==> src/rtl/supernova_pkg.sv <==
// -----------------------------------------------------------------------------
// supernova_pkg
// Shared types and constants for the supernova core slice that arbitrates the
// multi-cycle MDU (RV64M). Holds the reservation-station entry layout, the MDU
// arbiter state encoding and a round-robin pointer helper.
// -----------------------------------------------------------------------------
package supernova_pkg;

  localparam int XLEN            = 64;
  localparam int GPR_TAG_WIDTH   = 7;
  localparam int ROB_IDX_WIDTH   = 6;
  localparam int ADDR_WIDTH      = 64;
  localparam int MDU_ARB_MAX_REQ = 8;

  typedef enum logic [2:0] {
    MDU_MUL, MDU_MULH, MDU_MULHSU, MDU_MULHU,
    MDU_DIV, MDU_DIVU, MDU_REM,    MDU_REMU
  } mdu_op_t;

  typedef struct packed {
    mdu_op_t                  op;
    logic                     is_word;   // *W variants (32-bit result, sign-extended)
    logic [XLEN-1:0]          rs1_val;
    logic [XLEN-1:0]          rs2_val;
    logic [GPR_TAG_WIDTH-1:0] gpr_tag;
    logic [ROB_IDX_WIDTH-1:0] rob_idx;
  } rs_entry_t;

  typedef enum logic [1:0] {
    ARB_IDLE,
    ARB_ISSUE,
    ARB_BUSY,
    ARB_DRAIN
  } mdu_arb_state_t;

  // Index following idx, wrapping modulo n (n need not be a power of two).
  function automatic int rr_next(input int idx, input int n);
    return (idx + 1 >= n) ? 0 : idx + 1;
  endfunction

endpackage

==> src/rtl/supernova_mdu_arbiter_if.sv <==
// -----------------------------------------------------------------------------
// supernova_mdu_arbiter_if
// Bundles the request, MDU issue and writeback buses of the MDU arbiter.
//   master : issue sources / MDU / CDB side (drives requests, MDU responses)
//   slave  : the arbiter (drives grants, MDU request, CDB writeback)
// Parameter NUM_REQ : number of request sources.
// -----------------------------------------------------------------------------
interface supernova_mdu_arbiter_if
  import supernova_pkg::*;
#(
  parameter int NUM_REQ = 4
);
  localparam int SRC_W = (NUM_REQ > 1) ? $clog2(NUM_REQ) : 1;

  // request side
  logic [NUM_REQ-1:0]       req_valid_in;
  rs_entry_t [NUM_REQ-1:0]  req_entry_in;
  logic [NUM_REQ-1:0]       req_ready_out;

  // MDU issue side
  logic                     mdu_req_valid_out;
  rs_entry_t                mdu_req_entry_out;
  logic                     mdu_req_ready_in;

  // MDU writeback side
  logic                     mdu_wb_valid_in;
  logic [XLEN-1:0]          mdu_wb_data_in;
  logic [GPR_TAG_WIDTH-1:0] mdu_wb_gpr_tag_in;
  logic [ROB_IDX_WIDTH-1:0] mdu_wb_rob_idx_in;
  logic                     mdu_wb_exception_in;
  logic [ADDR_WIDTH-1:0]    mdu_wb_trap_cause_in;

  // CDB side
  logic                     wb_valid_out;
  logic [XLEN-1:0]          wb_data_out;
  logic [GPR_TAG_WIDTH-1:0] wb_gpr_tag_out;
  logic [ROB_IDX_WIDTH-1:0] wb_rob_idx_out;
  logic                     wb_exception_out;
  logic [ADDR_WIDTH-1:0]    wb_trap_cause_out;
  logic [SRC_W-1:0]         wb_src_out;

  modport master (
    output req_valid_in, req_entry_in, mdu_req_ready_in,
           mdu_wb_valid_in, mdu_wb_data_in, mdu_wb_gpr_tag_in,
           mdu_wb_rob_idx_in, mdu_wb_exception_in, mdu_wb_trap_cause_in,
    input  req_ready_out, mdu_req_valid_out, mdu_req_entry_out,
           wb_valid_out, wb_data_out, wb_gpr_tag_out, wb_rob_idx_out,
           wb_exception_out, wb_trap_cause_out, wb_src_out
  );

  modport slave (
    input  req_valid_in, req_entry_in, mdu_req_ready_in,
           mdu_wb_valid_in, mdu_wb_data_in, mdu_wb_gpr_tag_in,
           mdu_wb_rob_idx_in, mdu_wb_exception_in, mdu_wb_trap_cause_in,
    output req_ready_out, mdu_req_valid_out, mdu_req_entry_out,
           wb_valid_out, wb_data_out, wb_gpr_tag_out, wb_rob_idx_out,
           wb_exception_out, wb_trap_cause_out, wb_src_out
  );

endinterface

==> src/rtl/supernova_rr_arbiter.sv <==
// -----------------------------------------------------------------------------
// supernova_rr_arbiter
// Combinational round-robin picker: grants the first set bit of i_req scanning
// upward from i_ptr, wrapping modulo N. Reusable by any shared unit.
// Ports:
//   i_req  [N]  request vector
//   i_ptr  [W]  highest-priority index this cycle
//   o_gnt  [N]  one-hot grant (zero when no request)
//   o_idx  [W]  index of the granted request
//   o_any       at least one request present
// -----------------------------------------------------------------------------
module supernova_rr_arbiter #(
  parameter int N = 4,
  parameter int W = (N > 1) ? $clog2(N) : 1
) (
  input  logic [N-1:0] i_req,
  input  logic [W-1:0] i_ptr,
  output logic [N-1:0] o_gnt,
  output logic [W-1:0] o_idx,
  output logic         o_any
);

  logic [W-1:0] w_cand;

  // Scan from the lowest priority down so the highest-priority hit is the
  // last one written.
  always_comb begin
    w_cand = '0;
    o_gnt  = '0;
    o_idx  = '0;
    o_any  = 1'b0;
    for (int k = N - 1; k >= 0; k--) begin
      w_cand = W'((int'(i_ptr) + k) % N);
      if (i_req[w_cand]) begin
        o_gnt         = '0;
        o_gnt[w_cand] = 1'b1;
        o_idx         = w_cand;
        o_any         = 1'b1;
      end
    end
  end

endmodule

==> src/rtl/supernova_mdu_arbiter.sv <==
// -----------------------------------------------------------------------------
// supernova_mdu_arbiter
// Shares one multi-cycle MDU among NUM_REQ issue sources. Round-robin grant,
// registered issue entry, one outstanding op, writeback tagged with source,
// flush drop/drain and a sticky latency watchdog.
//
// Ports:
//   clk, rst         core clock, asynchronous active-high reset
//   flush_in         kill any op that has not yet written back
//   bus (slave)      request / MDU issue / MDU writeback / CDB writeback
//   busy_out         arbiter not idle
//   timeout_err_out  sticky watchdog error
//   grant_cnt_out, stall_cnt_out   perf counters (SUPERNOVA_MDU_ARB_PERF_EN)
//
// Optional feature macro: SUPERNOVA_MDU_ARB_PERF_EN
//
// state | meaning
// IDLE  | no op held; grant the round-robin winner
// ISSUE | registered entry presented to the MDU, waiting for accept
// BUSY  | MDU owns the op; waiting for writeback
// DRAIN | op flushed after MDU accept; swallow its writeback
// -----------------------------------------------------------------------------
module supernova_mdu_arbiter
  import supernova_pkg::*;
#(
  parameter int NUM_REQ        = 4,
  parameter int SRC_W          = (NUM_REQ > 1) ? $clog2(NUM_REQ) : 1,
  parameter int TIMEOUT_CYCLES = 64
) (
  input  logic                  clk,
  input  logic                  rst,
  input  logic                  flush_in,
  supernova_mdu_arbiter_if.slave bus,
  output logic                  busy_out,
  output logic                  timeout_err_out
`ifdef SUPERNOVA_MDU_ARB_PERF_EN
  ,
  output logic [31:0]           grant_cnt_out [NUM_REQ],
  output logic [31:0]           stall_cnt_out
`endif
);

  localparam int              WD_W   = $clog2(TIMEOUT_CYCLES + 1);
  localparam logic [WD_W-1:0] WD_MAX = WD_W'(TIMEOUT_CYCLES);

  if (NUM_REQ < 2 || NUM_REQ > MDU_ARB_MAX_REQ) begin : g_num_req_check
    $error("supernova_mdu_arbiter: NUM_REQ out of range");
  end

  mdu_arb_state_t     r_state;
  mdu_arb_state_t     w_state_nxt;
  logic [SRC_W-1:0]   r_rr_ptr;
  logic [SRC_W-1:0]   r_src;
  rs_entry_t          r_entry;
  logic [WD_W-1:0]    r_wd_cnt;
  logic               r_timeout;

  logic [NUM_REQ-1:0] w_gnt;
  logic [SRC_W-1:0]   w_win_idx;
  logic               w_win_any;
  logic               w_grant_en;
  logic               w_grant_fire;
  logic               w_issue_accept;
  logic               w_wb_fire;
  logic               w_wd_run;

  supernova_rr_arbiter #(
    .N (NUM_REQ),
    .W (SRC_W)
  ) u_rr (
    .i_req (bus.req_valid_in),
    .i_ptr (r_rr_ptr),
    .o_gnt (w_gnt),
    .o_idx (w_win_idx),
    .o_any (w_win_any)
  );

  // rst is folded in so grants stay low while reset is held.
  assign w_grant_en     = (r_state == ARB_IDLE) && !flush_in && !rst;
  assign w_grant_fire   = w_grant_en && w_win_any;
  assign w_issue_accept = (r_state == ARB_ISSUE) && !flush_in && bus.mdu_req_ready_in;
  assign w_wb_fire      = (r_state == ARB_BUSY) && bus.mdu_wb_valid_in && !flush_in;
  assign w_wd_run       = (r_state == ARB_BUSY) || (r_state == ARB_DRAIN);

  always_ff @(posedge clk or posedge rst) begin
    if (rst) r_state <= ARB_IDLE;
    else     r_state <= w_state_nxt;
  end

  always_comb begin
    w_state_nxt           = r_state;
    bus.req_ready_out     = '0;
    bus.mdu_req_valid_out = 1'b0;
    bus.wb_valid_out      = 1'b0;
    case (r_state)
      ARB_IDLE: begin
        bus.req_ready_out = w_grant_en ? w_gnt : '0;
        if (w_grant_fire) w_state_nxt = ARB_ISSUE;
      end
      ARB_ISSUE: begin
        // A flush wins over a same-cycle accept: the MDU never sees valid.
        if (flush_in) begin
          w_state_nxt = ARB_IDLE;
        end else begin
          bus.mdu_req_valid_out = 1'b1;
          if (bus.mdu_req_ready_in) w_state_nxt = ARB_BUSY;
        end
      end
      ARB_BUSY: begin
        if (bus.mdu_wb_valid_in) begin
          bus.wb_valid_out = !flush_in;
          w_state_nxt      = ARB_IDLE;
        end else if (flush_in) begin
          w_state_nxt = ARB_DRAIN;
        end
      end
      ARB_DRAIN: begin
        if (bus.mdu_wb_valid_in) w_state_nxt = ARB_IDLE;
      end
      default: w_state_nxt = ARB_IDLE;
    endcase
  end

  // Payload is zeroed whenever no writeback is forwarded.
  assign bus.wb_data_out       = w_wb_fire ? bus.mdu_wb_data_in       : '0;
  assign bus.wb_gpr_tag_out    = w_wb_fire ? bus.mdu_wb_gpr_tag_in    : '0;
  assign bus.wb_rob_idx_out    = w_wb_fire ? bus.mdu_wb_rob_idx_in    : '0;
  assign bus.wb_exception_out  = w_wb_fire ? bus.mdu_wb_exception_in  : 1'b0;
  assign bus.wb_trap_cause_out = w_wb_fire ? bus.mdu_wb_trap_cause_in : '0;
  assign bus.wb_src_out        = w_wb_fire ? r_src                    : '0;

  assign bus.mdu_req_entry_out = r_entry;
  assign busy_out              = (r_state != ARB_IDLE);
  assign timeout_err_out       = r_timeout;

  always_ff @(posedge clk or posedge rst) begin
    if (rst) begin
      r_rr_ptr  <= '0;
      r_src     <= '0;
      r_entry   <= '0;
      r_wd_cnt  <= '0;
      r_timeout <= 1'b0;
    end else begin
      if (w_grant_fire) begin
        r_entry  <= bus.req_entry_in[w_win_idx];
        r_src    <= w_win_idx;
        r_rr_ptr <= SRC_W'(rr_next(int'(w_win_idx), NUM_REQ));
      end
      if (w_issue_accept)
        r_wd_cnt <= '0;
      else if (w_wd_run && r_wd_cnt != WD_MAX)
        r_wd_cnt <= r_wd_cnt + 1'b1;
      // Set on the same edge the counter reaches the limit.
      if (w_wd_run && r_wd_cnt >= WD_MAX - 1'b1)
        r_timeout <= 1'b1;
    end
  end

`ifdef SUPERNOVA_MDU_ARB_PERF_EN
  always_ff @(posedge clk or posedge rst) begin
    if (rst) begin
      for (int i = 0; i < NUM_REQ; i++) grant_cnt_out[i] <= '0;
      stall_cnt_out <= '0;
    end else begin
      for (int i = 0; i < NUM_REQ; i++) begin
        if (w_grant_fire && w_win_idx == SRC_W'(i))
          grant_cnt_out[i] <= grant_cnt_out[i] + 32'd1;
      end
      if ((|bus.req_valid_in) && !w_grant_fire)
        stall_cnt_out <= stall_cnt_out + 32'd1;
    end
  end
`endif

endmodule

==> src/flat_wrapper.sv <==
// flat-port wrapper written by rule: the top's interface ports become plain ports
module supernova_mdu_arbiter_flat import supernova_pkg::*;
#(
  parameter int NUM_REQ        = 4,
  parameter int SRC_W          = (NUM_REQ > 1) ? $clog2(NUM_REQ) : 1,
  parameter int TIMEOUT_CYCLES = 64
)
  (clk, rst, flush_in, busy_out, timeout_err_out, bus_req_valid_in, bus_req_entry_in, bus_mdu_req_ready_in, bus_mdu_wb_valid_in, bus_mdu_wb_data_in, bus_mdu_wb_gpr_tag_in, bus_mdu_wb_rob_idx_in, bus_mdu_wb_exception_in, bus_mdu_wb_trap_cause_in, bus_req_ready_out, bus_mdu_req_valid_out, bus_mdu_req_entry_out, bus_wb_valid_out, bus_wb_data_out, bus_wb_gpr_tag_out, bus_wb_rob_idx_out, bus_wb_exception_out, bus_wb_trap_cause_out, bus_wb_src_out);
  supernova_mdu_arbiter_if #(.NUM_REQ(NUM_REQ)) bus_i ();
  input  logic clk;
  input  logic rst;
  input  logic flush_in;
  output logic busy_out;
  output logic timeout_err_out;
  input wire logic [$bits(bus_i.req_valid_in)-1:0] bus_req_valid_in;
  input wire logic [$bits(bus_i.req_entry_in)-1:0] bus_req_entry_in;
  input wire logic [$bits(bus_i.mdu_req_ready_in)-1:0] bus_mdu_req_ready_in;
  input wire logic [$bits(bus_i.mdu_wb_valid_in)-1:0] bus_mdu_wb_valid_in;
  input wire logic [$bits(bus_i.mdu_wb_data_in)-1:0] bus_mdu_wb_data_in;
  input wire logic [$bits(bus_i.mdu_wb_gpr_tag_in)-1:0] bus_mdu_wb_gpr_tag_in;
  input wire logic [$bits(bus_i.mdu_wb_rob_idx_in)-1:0] bus_mdu_wb_rob_idx_in;
  input wire logic [$bits(bus_i.mdu_wb_exception_in)-1:0] bus_mdu_wb_exception_in;
  input wire logic [$bits(bus_i.mdu_wb_trap_cause_in)-1:0] bus_mdu_wb_trap_cause_in;
  output wire logic [$bits(bus_i.req_ready_out)-1:0] bus_req_ready_out;
  output wire logic [$bits(bus_i.mdu_req_valid_out)-1:0] bus_mdu_req_valid_out;
  output wire logic [$bits(bus_i.mdu_req_entry_out)-1:0] bus_mdu_req_entry_out;
  output wire logic [$bits(bus_i.wb_valid_out)-1:0] bus_wb_valid_out;
  output wire logic [$bits(bus_i.wb_data_out)-1:0] bus_wb_data_out;
  output wire logic [$bits(bus_i.wb_gpr_tag_out)-1:0] bus_wb_gpr_tag_out;
  output wire logic [$bits(bus_i.wb_rob_idx_out)-1:0] bus_wb_rob_idx_out;
  output wire logic [$bits(bus_i.wb_exception_out)-1:0] bus_wb_exception_out;
  output wire logic [$bits(bus_i.wb_trap_cause_out)-1:0] bus_wb_trap_cause_out;
  output wire logic [$bits(bus_i.wb_src_out)-1:0] bus_wb_src_out;
  assign bus_i.req_valid_in = bus_req_valid_in;
  assign bus_i.req_entry_in = bus_req_entry_in;
  assign bus_i.mdu_req_ready_in = bus_mdu_req_ready_in;
  assign bus_i.mdu_wb_valid_in = bus_mdu_wb_valid_in;
  assign bus_i.mdu_wb_data_in = bus_mdu_wb_data_in;
  assign bus_i.mdu_wb_gpr_tag_in = bus_mdu_wb_gpr_tag_in;
  assign bus_i.mdu_wb_rob_idx_in = bus_mdu_wb_rob_idx_in;
  assign bus_i.mdu_wb_exception_in = bus_mdu_wb_exception_in;
  assign bus_i.mdu_wb_trap_cause_in = bus_mdu_wb_trap_cause_in;
  assign bus_req_ready_out = bus_i.req_ready_out;
  assign bus_mdu_req_valid_out = bus_i.mdu_req_valid_out;
  assign bus_mdu_req_entry_out = bus_i.mdu_req_entry_out;
  assign bus_wb_valid_out = bus_i.wb_valid_out;
  assign bus_wb_data_out = bus_i.wb_data_out;
  assign bus_wb_gpr_tag_out = bus_i.wb_gpr_tag_out;
  assign bus_wb_rob_idx_out = bus_i.wb_rob_idx_out;
  assign bus_wb_exception_out = bus_i.wb_exception_out;
  assign bus_wb_trap_cause_out = bus_i.wb_trap_cause_out;
  assign bus_wb_src_out = bus_i.wb_src_out;
  supernova_mdu_arbiter #(.NUM_REQ(NUM_REQ), .SRC_W(SRC_W), .TIMEOUT_CYCLES(TIMEOUT_CYCLES)) u_core (.clk(clk), .rst(rst), .flush_in(flush_in), .bus(bus_i), .busy_out(busy_out), .timeout_err_out(timeout_err_out));
endmodule
==> config.mk <==
export PLATFORM = sky130hd
export DESIGN_NAME = supernova_mdu_arbiter_flat
export DESIGN_NICKNAME = d
export VERILOG_FILES = /design/src/rtl/supernova_pkg.sv /design/src/rtl/supernova_mdu_arbiter_if.sv /design/src/rtl/supernova_rr_arbiter.sv /design/src/rtl/supernova_mdu_arbiter.sv /design/src/flat_wrapper.sv
export SDC_FILE = /design/constraint.sdc
export NUM_CORES = 1
export LEC_CHECK = 0
export BUFFER_PORTS_ARGS = -buffer_cell sky130_fd_sc_hd__buf_2
export CAP_MARGIN = 20
export CORE_AREA = 5 5 400 402
export CTS_BUF_LIST = sky130_fd_sc_hd__clkbuf_2
export CTS_CLUSTER_DIAMETER = 100
export CTS_CLUSTER_SIZE = 30
export DETAILED_ROUTE_END_ITERATION = 8
export DIE_AREA = 0 0 405 407
export PLACE_DENSITY_LB_ADDON = 0.1
export SLEW_MARGIN = 20
export SYNTH_ARGS = -nofsm -noshare
export SYNTH_HDL_FRONTEND = slang
export SYNTH_SLANG_ARGS = --single-unit
==> constraint.sdc <==
create_clock -name clk -period 5 [get_ports clk]
set_input_delay 0.25 -clock clk [delete_from_list [all_inputs] [get_ports clk]]
set_output_delay 0.25 -clock clk [all_outputs]
set_load 0.005 [all_outputs]
==> results.cfg <==
[global_routing]
met2_usage = 0.2278
grt_max_degree = 103
grt_use_met1 = 0.1441
grt_usage = 0.1262
gr-usage-met3 = 0.04224
grt_pass1_wl_mm = 151.4
grt-ovfl-total = 0
top_usage_layer = met2
grt_pass1_vias = 21300
antenna_found_initial = 57

[worst_setup_path]
crit_required_ps = 6190
regToRegSetupSlack_ps = 260
crit_path_frequent_cell = dlygate4sd3_1
worst_path_largest_cell_delay_ps = 580
r2r_cells = 12
cp_top_family = buffers and inverters
r2r-end = u_core.bus.mdu_req_entry_out[102]
cp_cell_sequence = inv_1 > ha_1 > mux4_2 > inv_2 > a21boi_4 > o21a_4 > inv_6 > nand2_1 > dlygate4sd3_1 > a221oi_2 > dlygate4sd3_1 > dlygate4sd3_1
worst-setup-path-type = reg2reg
arrival_ps = 5940
worstPathBufferInverterCount = 6
reg2reg_from = u_core.r_rr_ptr[1]
endpoint_kind = flip-flop
critPathSlowestCell = dlygate4sd3_1
worst-path-max-fanout = 35
worstSetupStartpointType = flip-flop

[sta]
drv_slew = 0
fin_skew_ps = 75.27
setup_tns_ps = 0
setup_slack_ps = 255.3
fmax_mhz = 210.8
rsz0062_at_grt = no
maxSlewHeadroom = 0.3944
fin_crit_sh = 0.9489
tightestPinTransition_ps = 908.4
hold_viol = 0
fin_crit_ps = 4745
setup_viol = 0
whs_ps = 304.3

[route]
wl_per_cell_um = 20.76
via_per_inst = 3.653
via_count = 19400
routed_wl_mm = 110.2
dr.pass1.iters = 4
drt_iter0_drc = 576
ant_nets = 0
drc = 0

[yosys]
netlist.area_leader.share = 0.2855
synth-edff-count = 0
synth_area_leaders = dfrtp_1 29%, a221oi_2 15%, mux2_2 12%, mux2i_1 11%, o22ai_1 6.8%
synth-simple-area-share = 0.1208
netlist_instances = 1439
synth_most_common_cell = nand2_1
syn_area_per_cell_um2 = 9.684
synth.area.mux_share = 0.2308
seq_area_frac_synth = 0.2855
synth_area_mm2 = 0.01394
yosysTopAreaCell = dfrtp_1
ys_top_cells_by_count = 162 x nand2_1, 159 x dfrtp_1, 151 x o22ai_1, 150 x a21oi_1
synth_cell_types = 45
ys.flop_type = dfrtp_1
synth_top_family_by_area = compound AO/OA/AOI/OAI gates
synth_xor_xnor_area_share = 0.003142
ys.warnings.count = 0
synth_seq_cells = 159
synth_fa_ha_area_frac = 0.009876
async_reset_ff_frac = 1.000
synth_nets = 2181
synth-compound-area-share = 0.2880

[pwr]
p_leak_uw = 0.01344
combPwrFrac = 0.760
p_sw_frac = 0.4466
switching_power_uw = 6070
p_seq_frac = 0.172
power_density_mw_per_mm2 = 451.6
clockPowerShare = 0.068
ir_drop_v = 0.0004080
internal-power_uw = 7522

[cts]
cts.sinks = 159
cts.clk_slew.worst_paths_ps = 420
numCtsBuffers = 17
insertion_delay_ps = 1190
cts_tree = done
root_buffer = clkbuf_2
h-tree-depth = 4
clockBufferDepth = 2

[placement]
place_hpwl_mm = 81.13
dp_slack_ps = 1282
portBuffers = 1027
dp.cells = 4411
gp_congestion = 0.8337

[die]
die_area_mm2 = 0.1648
initial_core_util = 0.08953
ios = 1028
core_mm2 = 0.1557
die_h_um = 407
die_w_um = 405
rows = 145

[flow_run]
maxCapViolCount = 0

[final_layout]
finalNetCount = 3946
final_core_util = 0.1933
fin_cells = 5311
syn_to_final_growth_pct = 116.0
drive_above_1_share = 0.4367

[worst_hold_path]
hp-class = in2reg
hold_depth = 6
hp-start = flush_in
holdPathEnd = u_core.r_wd_cnt[2]

[run_status]
status = complete, no violations
timing repair:
item	in CTS	in global routing
setup buffers	0	2
setup endpoints to repair	0	93
resized for setup	0	4
hold buffers	829	0
endpoints found under the hold margin	317	0
power groups by stage:
stage	combinational, uW	clock (uW)	sequential, uW
floorplan	5000	0	2300
global placement	7840	0	2400
detailed placement	7760	0	2350
CTS	10300	1050	2340
global route	11100	1080	2420
finish	10300	922	2340
flip-flops by register name (all words and copies together), names as in the netlist:
signal / count
u_core.r_rr_ptr: 2
u_core.r_wd_cnt: 7
u_core.bus.mdu_req_entry_out: 145
u_core.timeout_err_out: 1
u_core.r_src: 2
u_core.r_state: 2
per-stage QoR:
stage	power, uW	area, um^2
after floorplan	7303	13940
after global placement	10240	21430
after detailed placement	10110	21430
after CTS	13730	29970
after global routing	14610	30070
final	13590	30100
layout make-up:
cell class / count / area [um^2]
inverter: 9 / 46.29
clock inverter: 15 / 150.1
clock buffer: 17 / 85.08
tap: 2058 / 2575
fill: 17670 / 125600
sequential: 159 / 3980
timing repair buffer: 1894 / 13980
multi-input combinational: 1123 / 9185
antenna: 36 / 90.09
how the worst max path moves through the flow:
stage,start,to,slack [ps],cells past startpoint
floorplan,rst,u_core.bus.mdu_req_entry_out[0],460,1
global placement,u_core.r_rr_ptr[1],u_core.bus.mdu_req_entry_out[23],1310,9
detailed placement,u_core.r_rr_ptr[1],u_core.bus.mdu_req_entry_out[32],1280,9
CTS,u_core.r_rr_ptr[1],u_core.bus.mdu_req_entry_out[49],90,11
global route,u_core.r_rr_ptr[1],u_core.bus.mdu_req_entry_out[49],1,12
finish,u_core.r_rr_ptr[1],u_core.bus.mdu_req_entry_out[102],260,12
worst min-delay path, delay by kind of cell:
family | cells | cell delay, ps
AND/OR/NAND/NOR | 4 | 570
buffers and inverters | 2 | 680
cells in the final DEF, fill, tap and decap left out, drive strengths merged, types with 10 or more instances in the layout:
cell / synthesis / final
a21oi: 150 / 150
a221oi: 144 / 144
and2: 145 / 145
buf: 94 / 1065
clkbuf: 54 / 18
dfrtp: 159 / 159
diode: 0 / 36
dlygate4sd3: 0 / 828
ha: 11 / 11
inv: 9 / 16
mux2: 147 / 147
mux2i: 148 / 148
nand2: 162 / 162
nor2: 15 / 15
o21ai: 10 / 10
o22ai: 151 / 151
routing by layer:
metal / wire length [um] / vias up
li1: - / 9087
met4: 1980 / 38
met1: 44370 / 9517
met5: 242 / -
met2: 55560 / 629
met3: 8085 / 131
cell families after synthesis:
kind of cell / Yosys count
AOI/OAI and AO/OA: 471
and+or+nand+nor: 338
muxes: 298
DFF: 159
buffers and inverters: 157
adders and majority gates: 11
xor gates and xnor gates: 5
Note: power is estimated with default switching activity, not from simulation.
